<file path="config.mk">
export PLATFORM = sky130hd
export DESIGN_NAME = fetch_pc_unit
export DESIGN_NICKNAME = d
export VERILOG_FILES = /design/src/rtl/fetch_pc_unit.sv
export SDC_FILE = /design/constraint.sdc
export NUM_CORES = 1
export LEC_CHECK = 0
export CAP_MARGIN = 20
export CORE_MARGIN = 2
export CORE_UTILIZATION = 35
export CTS_BUF_LIST = sky130_fd_sc_hd__clkbuf_8 sky130_fd_sc_hd__clkbuf_16
export DETAILED_ROUTE_END_ITERATION = 7
export GPL_ROUTABILITY_DRIVEN = 0
export PLACE_DENSITY = 0.74
export SLEW_MARGIN = 20
export SYNTH_ARGS = -nofsm -noshare
export SYNTH_HDL_FRONTEND = slang
export SYNTH_SLANG_ARGS = --single-unit
</file>
<file path="constraint.sdc">
create_clock -name CLK -period 4.7 [get_ports CLK]
set_input_delay 1.175 -clock CLK [delete_from_list [all_inputs] [get_ports CLK]]
set_output_delay 1.175 -clock CLK [all_outputs]
set_load 0.05 [all_outputs]
</file>
<file path="src/rtl/fetch_pc_unit.sv">
// fetch_pc_unit: owns the program counter and the instruction register, and
// runs the instruction-fetch handshake with memory on behalf of the multi-cycle
// control FSM.
//
// Ports
//   CLK, RST_N        clock (rising edge), asynchronous active-low reset
//   FetchReq          control FSM is in its fetch state
//   PCWrite, Branch   unconditional / comparison-qualified PC write requests
//   PCSrc             PC source: 00 jump, 01 PC+1, 10 ALUOut, 11 RegTarget
//   Comparison        ALU equality result used by Branch
//   ALUOut, RegTarget branch target / register-sourced target
//   mem_req, mem_addr fetch read request and address (address is always PC)
//   mem_rdata,mem_ack fetched word and its valid strobe
//   Stall             fetch outstanding; the control FSM must hold its state
//   FetchDone         one-cycle pulse after the IR has been loaded
//   FetchErr          sticky fetch-timeout flag (cleared only by reset)
//   PC, IR            current PC and instruction
//   Opcode, Imm       IR[DATA_W-1:DATA_W-4] and sign-extended IR[7:0]
module fetch_pc_unit #(
    parameter int unsigned DATA_W   = 16,
    parameter int unsigned ADDR_W   = 16,
    parameter logic [ADDR_W-1:0] RESET_PC = '0,
    parameter int unsigned MAX_WAIT = 15
) (
    input  logic              CLK,
    input  logic              RST_N,
    input  logic              FetchReq,
    input  logic              PCWrite,
    input  logic [1:0]        PCSrc,
    input  logic              Branch,
    input  logic              Comparison,
    input  logic [ADDR_W-1:0] ALUOut,
    input  logic [ADDR_W-1:0] RegTarget,
    output logic              mem_req,
    output logic [ADDR_W-1:0] mem_addr,
    input  logic [DATA_W-1:0] mem_rdata,
    input  logic              mem_ack,
    output logic              Stall,
    output logic              FetchDone,
    output logic              FetchErr,
    output logic [ADDR_W-1:0] PC,
    output logic [DATA_W-1:0] IR,
    output logic [3:0]        Opcode,
    output logic [DATA_W-1:0] Imm
);

    localparam int unsigned CNT_W = (MAX_WAIT < 2) ? 1 : $clog2(MAX_WAIT + 1);
    localparam logic [CNT_W-1:0] MAX_CNT = CNT_W'(MAX_WAIT);

    typedef enum logic [1:0] {
        StIdle,
        StWait,
        StErr
    } state_t;

    state_t            state;
    logic [CNT_W-1:0]  wait_cnt;
    logic              in_idle;
    logic              in_wait;
    logic              in_err;
    logic              pc_we;
    logic [ADDR_W-1:0] pc_next;

    assign in_idle = (state == StIdle);
    assign in_wait = (state == StWait);
    assign in_err  = (state == StErr);

    // Request and stall are gated by RST_N so they drop the moment reset
    // asserts, even if the control FSM still holds FetchReq high.
    assign mem_req  = RST_N & ((in_idle & FetchReq) | in_wait);
    assign mem_addr = PC;

    // The ack cycle in WAIT is not stalled, so the fetch-state PC+1 lands on
    // the same edge that loads the IR, exactly as for a zero-wait fetch.
    assign Stall = RST_N & ((in_idle & FetchReq & ~mem_ack) |
                            (in_wait & ~mem_ack) |
                            in_err);

    assign pc_we = (PCWrite | (Branch & Comparison)) & ~Stall;

    always_comb begin
        pc_next = PC;
        unique case (PCSrc)
            2'b00:   pc_next = {PC[ADDR_W-1:12], IR[11:0]};
            2'b01:   pc_next = PC + ADDR_W'(1);
            2'b10:   pc_next = ALUOut;
            2'b11:   pc_next = RegTarget;
            default: pc_next = PC;
        endcase
    end

    always_ff @(posedge CLK or negedge RST_N) begin
        if (!RST_N) begin
            PC <= RESET_PC;
        end else if (pc_we) begin
            PC <= pc_next;
        end
    end

    // Fetch FSM with its registered outputs (IR, FetchDone, FetchErr).
    always_ff @(posedge CLK or negedge RST_N) begin
        if (!RST_N) begin
            state     <= StIdle;
            wait_cnt  <= '0;
            IR        <= '0;
            FetchDone <= 1'b0;
            FetchErr  <= 1'b0;
        end else begin
            FetchDone <= 1'b0;
            unique case (state)
                StIdle: begin
                    // An ack without FetchReq is not ours and is ignored.
                    if (FetchReq) begin
                        if (mem_ack) begin
                            IR        <= mem_rdata;
                            FetchDone <= 1'b1;
                        end else begin
                            state    <= StWait;
                            wait_cnt <= CNT_W'(1);
                        end
                    end
                end
                StWait: begin
                    if (mem_ack) begin
                        IR        <= mem_rdata;
                        FetchDone <= 1'b1;
                        state     <= StIdle;
                        wait_cnt  <= '0;
                    end else if (wait_cnt == MAX_CNT) begin
                        state    <= StErr;
                        FetchErr <= 1'b1;
                    end else begin
                        wait_cnt <= wait_cnt + CNT_W'(1);
                    end
                end
                StErr: begin
                    FetchErr <= 1'b1;
                end
                default: begin
                    state <= StIdle;
                end
            endcase
        end
    end

    assign Opcode = IR[DATA_W-1 -: 4];
    assign Imm    = {{(DATA_W-8){IR[7]}}, IR[7:0]};

endmodule
</file>
==> results of run 1 <==
## stage by stage
stage / instances / cell area, sq um / setup slack (ns) / total power [mW] / utilization, %
2_1_floorplan: 268 / 2626 / 1.640 / 1.040 / -
3_3_place_gp: 450 / 3702 / 0.5887 / 1.246 / 51.04
3_5_place_dp: 450 / 3702 / 0.5722 / 1.259 / 51.04
4_1_cts: 455 / 3771 / 0.5655 / 1.472 / 51.99
5_1_grt: 455 / 3771 / 0.5229 / 1.528 / 51.99
6_report: 455 / 3771 / 0.5691 / 1.461 / 51.99
## flip-flops by register name, indices dropped and copies added, names as in the netlist
register   cells
FetchDone      1
FetchErr       1
IR            16
PC            16
state          2
wait_cnt       4
## cell families (layout without fill, tap and decap cells)
family                     Yosys count  count (layout)  synth area share, %
xor gates and xnor gates             1               1               0.3336
and+or+nand+nor                     75              75                15.01
AOI/OAI and AO/OA                   66              66                16.82
muxes                               30              30                14.72
DFF                                 40              40                38.11
buffers and inverters               54             142                14.05
adders and majority gates            2               2               0.9527
## how the worst min path moves through the flow
stage / startpoint / to / slack (ns) / cells past startpoint
after floorplan: wait_cnt[1]$_DFFE_PN0P_ / wait_cnt[1]$_DFFE_PN0P_ / 0.51 / 1
after global placement: FetchErr$_DFFE_PN0P_ / FetchErr$_DFFE_PN0P_ / 0.46 / 1
after detailed placement: FetchErr$_DFFE_PN0P_ / FetchErr$_DFFE_PN0P_ / 0.46 / 1
after CTS: FetchErr$_DFFE_PN0P_ / FetchErr$_DFFE_PN0P_ / 0.48 / 1
after global routing: FetchErr$_DFFE_PN0P_ / FetchErr$_DFFE_PN0P_ / 0.52 / 1
final: FetchErr$_DFFE_PN0P_ / FetchErr$_DFFE_PN0P_ / 0.48 / 1
## cells in the final DEF, fill, tap and decap left out, types with 5 or more instances in the layout
| master | synthesis | layout |
|---|---|---|
| clkdlybuf4s50_1 | 0 | 127 |
| inv_1 | 6 | 6 |
| nor2_1 | 19 | 19 |
| a21oi_1 | 13 | 13 |
| mux4_2 | 5 | 5 |
| mux2i_1 | 6 | 6 |
| nand2_1 | 20 | 20 |
| mux2_2 | 19 | 19 |
| dfrtp_1 | 40 | 40 |
| clkbuf_8 | 0 | 5 |
| a31oi_1 | 5 | 5 |
| o2bb2ai_1 | 5 | 5 |
| o21ai_0 | 14 | 14 |
## report_power, final
part	internal [mW]	switching (mW)
clock	0.0960	0.117
sequential	0.396	0.0752
combinational	0.284	0.494
## layout make-up
cell class	instances	area (sq um)
fillers	682	3482
repair buffers	131	1299
multi-input cells	174	1256
flip-flops and latches	40	1001
well taps	99	123.9
clock buffers	5	68.82
inverters	6	22.52
## critical path, cell delays in order
cell             delay (ns)
clkdlybuf4s50_1        0.51
o21ba_2                0.19
and2_1                 0.16
o21a_1                 0.11
clkdlybuf4s50_1        0.80
## metal layers
layer,track usage (%),wire length [um]
met5,0,0
met4,3.718,38
met3,5.843,595
met2,29.79,3532
met1,20.22,2931
==> flow_metrics.py, run 1 <==
metrics = {
    "status": {
        "run_status": "finished, final reports clean",
    },
    "die": {
        "die-height_um": 90.63,
        "ioPinCount": 129,
        "die_area_sq_um": 8213,
        "die_w_um": 90.63,
        "placeableCoreArea_sq_um": 7253,
        "initial_core_utilization_pct": 36.21,
        "rows": 31,
    },
    "sta": {
        "drv_slew": 0,
        "maxSlewHeadroom_pct": 59.24,
        "rsz0062_at_grt": "false",
        "finalCriticalPeriod_ns": 4.131,
        "clock_skew_ns": 0.004288,
        "final_hold_viol_count": 0,
        "setup_total_negative_slack_ns": 0,
        "layout_worst_path_cycle_share_pct": 87.89,
        "hold-worst-slack_ns": 0.4832,
        "timing.final.setup_violations": 0,
        "worst-slew-pin-transition_ns": 0.6099,
        "max_clock_freq_ghz": 0.2421,
    },
    "critical_path": {
        "critical_path.endpoint_type": "output port",
        "r2r_start": "state[1]$_DFFE_PN0P_",
        "crit_arrival_ns": 2.96,
        "critical_path_class": "in2out",
        "regToRegSetupSlack_ns": 2.80,
        "worst_r2r_path_depth": 5,
        "r2r_end": "PC[15]$_DFFE_PN0P_",
        "crit_path_start_kind": "input port",
        "timing.critical_path.fanout_max": 4,
        "setup.worst_path.start": "FetchReq",
        "cp.required_ns": 3.52,
        "critPathCapture": "Stall",
    },
    "layout": {
        "nNetsFinal": 417,
        "post_route_cells_drive_above_1_share_pct": 12.36,
        "antennaDiodeCount": 0,
        "area_growth_pct": 43.59,
    },
    "logic_synthesis": {
        "yosysMostFrequentCell": "dfrtp_1",
        "yosys_register_bits": 40,
        "synth_edf_count": 0,
        "synthDistinctLibCells": 53,
        "share_of_the_yosys_chip_area_belonging_to_registers_pct": 38.11,
        "syn_nets": 327,
        "yosys_warnings": 0,
        "postSynth.asyncResetShare_pct": 100.0,
        "syn_inst": 268,
        "synth_top_cell_by_area": "dfrtp_1",
        "synth.top_cells.by_area": "dfrtp_1 (38%), buf_4 (11%), mux2_2 (8.1%), mux4_2 (4.3%), nand2_1 (2.9%)",
        "synth.top_cell.area_share_pct": 38.11,
        "syn-cell-area_sq_um": 2626,
        "synth-main-ff-cell": "dfrtp_1",
        "avgSynthCellArea_sq_um": 9.800,
        "cell_types_with_the_highest_counts_after_synthesis": "dfrtp_1 (40), buf_4 (38), nand2_1 (20)",
    },
    "clocking": {
        "postCtsHoldBufs": 0,
        "sinks_on_clock_net": 40,
        "clockBufferDepth": 2,
        "cts_root_buffer": "clkbuf_8",
        "clock_latency_ns": 0.29,
        "cts.clk_slew.worst_paths_ns": 0.07,
        "number_of_h_tree_levels": 2,
        "clock_tree_from_tritoncts": "yes",
        "tritoncts.num_buffers": 5,
        "cts_post_setup_buffers_inserted": 0,
        "cts_resized": 0,
    },
    "drt": {
        "routed_wirelength_mm": 7.097,
        "drcViolationCount": 0,
        "routed-via-count": 2333,
        "drtIter0Drc": 106,
        "avgViaCountPerCell": 5.127,
        "drt_pre_antenna_iters": 4,
        "drtAntennaViolNets": 0,
        "routedWlPerCell_um": 15.60,
    },
    "place": {
        "numPortBuffers": 128,
        "dp_hpwl_mm": 5.404,
    },
    "pwr": {
        "leakagePower_nw": 1.513,
        "vdd.ir_drop.worst_mv": 0.1759,
        "power_density_nw_per_um2": 387.5,
    },
    "global_route": {
        "via_count_of_the_first_global_routing_pass": 2336,
        "antenna_found_initial": 0,
        "grt_pass1_wl_mm": 11.50,
        "grtUsageTotal_pct": 17.05,
        "overflow": 0,
        "maximum_number_of_pins_on_one_net_before_global_route_repair": 30,
    },
    "run": {
        "cap_viol_max_count": 0,
    },
    "min_path": {
        "hp-class": "reg2reg",
    },
}
No activity file was read; power rests on OpenSTA's default activity.
==> inputs of run 2 (changes only) <==
MAX_ROUTING_LAYER = met4   (was not set)
SLEW_MARGIN = 0   (was 20)
==> run 2 against run 1 <==
Effect of this change:
- first-iteration DRC count is 2.8% lower
- sequential power hardly changed
- routed wire length is 0.11% lower
- critical path type unchanged
- combinational power hardly changed
- power hardly changed
- critical endpoint unchanged
- clock-buffer cell count stayed put
- final area stayed put
- sequential share of layout area stayed put
==> flow_metrics.py, run 2 (same netlist as run 1, synthesis figures left out) <==
metrics = {
    "min_path": {
        "whs_path_depth": 1,
        "whs_endpoint": "FetchErr$_DFFE_PN0P_",
        "hp-start": "FetchErr$_DFFE_PN0P_",
        "hp-class": "reg2reg",
    },
    "sta": {
        "layout_worst_path_cycle_share_pct": 87.72,
        "finalCriticalPeriod_ns": 4.123,
        "timing.final.setup_violations": 0,
        "setup_total_negative_slack_ns": 0,
        "max_clock_freq_ghz": 0.2425,
        "final_hold_viol_count": 0,
        "maxSlewHeadroom_pct": 60.22,
        "worst-slew-pin-transition_ns": 0.5953,
        "rsz0062_at_grt": "false",
        "clock_skew_ns": 0.004370,
        "drv_slew": 0,
    },
    "layout": {
        "layout_common_cells": "clkdlybuf4s50_1 (127), dfrtp_1 (40), nand2_1 (20)",
        "area_growth_pct": 43.59,
        "postLayoutCellArea_sq_um": 3771,
        "antennaDiodeCount": 0,
        "finish.cell_count_without_fillers": 455,
        "final_common_cell": "clkdlybuf4s50_1",
        "largest_regs": "IR: 16 flops, PC: 16 flops, wait_cnt: 4 flops",
        "fillers": 682,
        "post_route_cells_drive_above_1_share_pct": 12.36,
        "nNetsFinal": 417,
    },
    "die": {
        "die-height_um": 90.63,
        "die_area_sq_um": 8213,
        "rows": 31,
        "initial_core_utilization_pct": 36.21,
        "ioPinCount": 129,
        "placeableCoreArea_sq_um": 7253,
        "die_w_um": 90.63,
    },
    "critical_path": {
        "cp_slowest_stage_delay_ns": 0.80,
        "critPathTopFamily": "buffers and inverters",
        "r2r_start": "state[1]$_DFFE_PN0P_",
        "timing.critical_path.fanout_max": 4,
        "critical_path_class": "in2out",
        "path_buf_inv": 2,
        "crit_arrival_ns": 2.95,
        "timing.critical_path.cells": "clkdlybuf4s50_1 -> o21ba_2 -> and2_1 -> o21a_1 -> clkdlybuf4s50_1",
        "worst_r2r_path_depth": 5,
        "regToRegSetupSlack_ns": 2.81,
        "critical_path.endpoint_type": "output port",
        "cp.required_ns": 3.52,
        "cp_common_cell": "clkdlybuf4s50_1",
        "cell_type_of_the_slowest_stage_on_the_worst_timing_path": "clkdlybuf4s50_1",
        "crit_path_start_kind": "input port",
        "r2r_end": "PC[15]$_DFFE_PN0P_",
    },
    "clocking": {
        "postCtsHoldBufs": 0,
        "number_of_h_tree_levels": 2,
        "cts_resized": 0,
        "tritoncts.num_buffers": 5,
        "clockBufferDepth": 2,
        "cts_post_setup_buffers_inserted": 0,
        "clock_latency_ns": 0.28,
        "cts_root_buffer": "clkbuf_8",
        "clock_tree_from_tritoncts": "yes",
        "cts.clk_slew.worst_paths_ns": 0.07,
        "sinks_on_clock_net": 40,
    },
    "drt": {
        "avgViaCountPerCell": 5.108,
        "drtAntennaViolNets": 0,
        "drcViolationCount": 0,
        "routed_wirelength_mm": 7.089,
        "routed-via-count": 2324,
        "drtIter0Drc": 103,
        "routedWlPerCell_um": 15.58,
        "drt_pre_antenna_iters": 4,
    },
    "global_route": {
        "grtUsageTotal_pct": 17.54,
        "via_count_of_the_first_global_routing_pass": 2341,
        "overflow": 0,
        "maximum_number_of_pins_on_one_net_before_global_route_repair": 30,
        "grt_pass1_wl_mm": 11.50,
        "antenna_found_initial": 0,
    },
    "place": {
        "numPortBuffers": 128,
        "dp_hpwl_mm": 5.404,
        "placedInstanceArea_sq_um": 3702,
        "place.detailed.instances": 450,
    },
    "pwr": {
        "leakagePower_nw": 1.513,
        "power_density_nw_per_um2": 387.3,
        "vdd.ir_drop.worst_mv": 0.1758,
    },
    "status": {
        "run_status": "finished, final reports clean",
    },
    "run": {
        "cap_viol_max_count": 0,
    },
}
-- run 2: worst max-delay path by stage --
stage | startpoint | cells past startpoint | slack, ns | end
final | FetchReq | 5 | 0.58 | Stall
after floorplan | FetchReq | 3 | 1.64 | Stall
after CTS | FetchReq | 5 | 0.57 | Stall
after detailed placement | FetchReq | 5 | 0.57 | Stall
after global placement | FetchReq | 5 | 0.59 | Stall
after global routing | FetchReq | 5 | 0.52 | Stall
-- run 2: area by class of cell --
type	instances	area (sq um)	share of cell area, %
Timing Repair Buffer	131	1299	34.44
Multi-Input combinational cell	174	1256	33.31
Clock buffer	5	68.82	1.825
Tap cell	99	123.9	3.285
Inverter	6	22.52	0.5972
Sequential cell	40	1001	26.54
-- run 2: metrics by stage --
stage	hold slack [ns]	power [mW]	util (%)	setup slack, ns
CTS	0.4819	1.472	51.99	0.5655
floorplan	0.5132	1.040	-	1.640
global route	0.5169	1.528	51.99	0.5229
finish	0.4832	1.460	51.99	0.5770
detailed placement	0.4603	1.259	51.04	0.5722
global placement	0.4624	1.246	51.04	0.5887
-- run 2: layer usage --
metal  up-vias  share of wire (%)  GRT usage (%)
li1       1116                  -              -
met1      1115                 44          21.38
met2        91                 50          29.73
met3         2                6.0          4.090
met4         0               0.32          3.718
met5         -                  0              -
-- run 2: where the power goes --
part	switching (mW)	internal, mW
combinational	0.494	0.284
sequential	0.0753	0.396
clock	0.116	0.0960
total	0.685	0.776
==> inputs of run 3 (changes only) <==
CTS_CLUSTER_DIAMETER = 50   (was not set)
==> results of run 3 <==
Same layout as run 2: the final DEF is identical, and so are final timing and power.
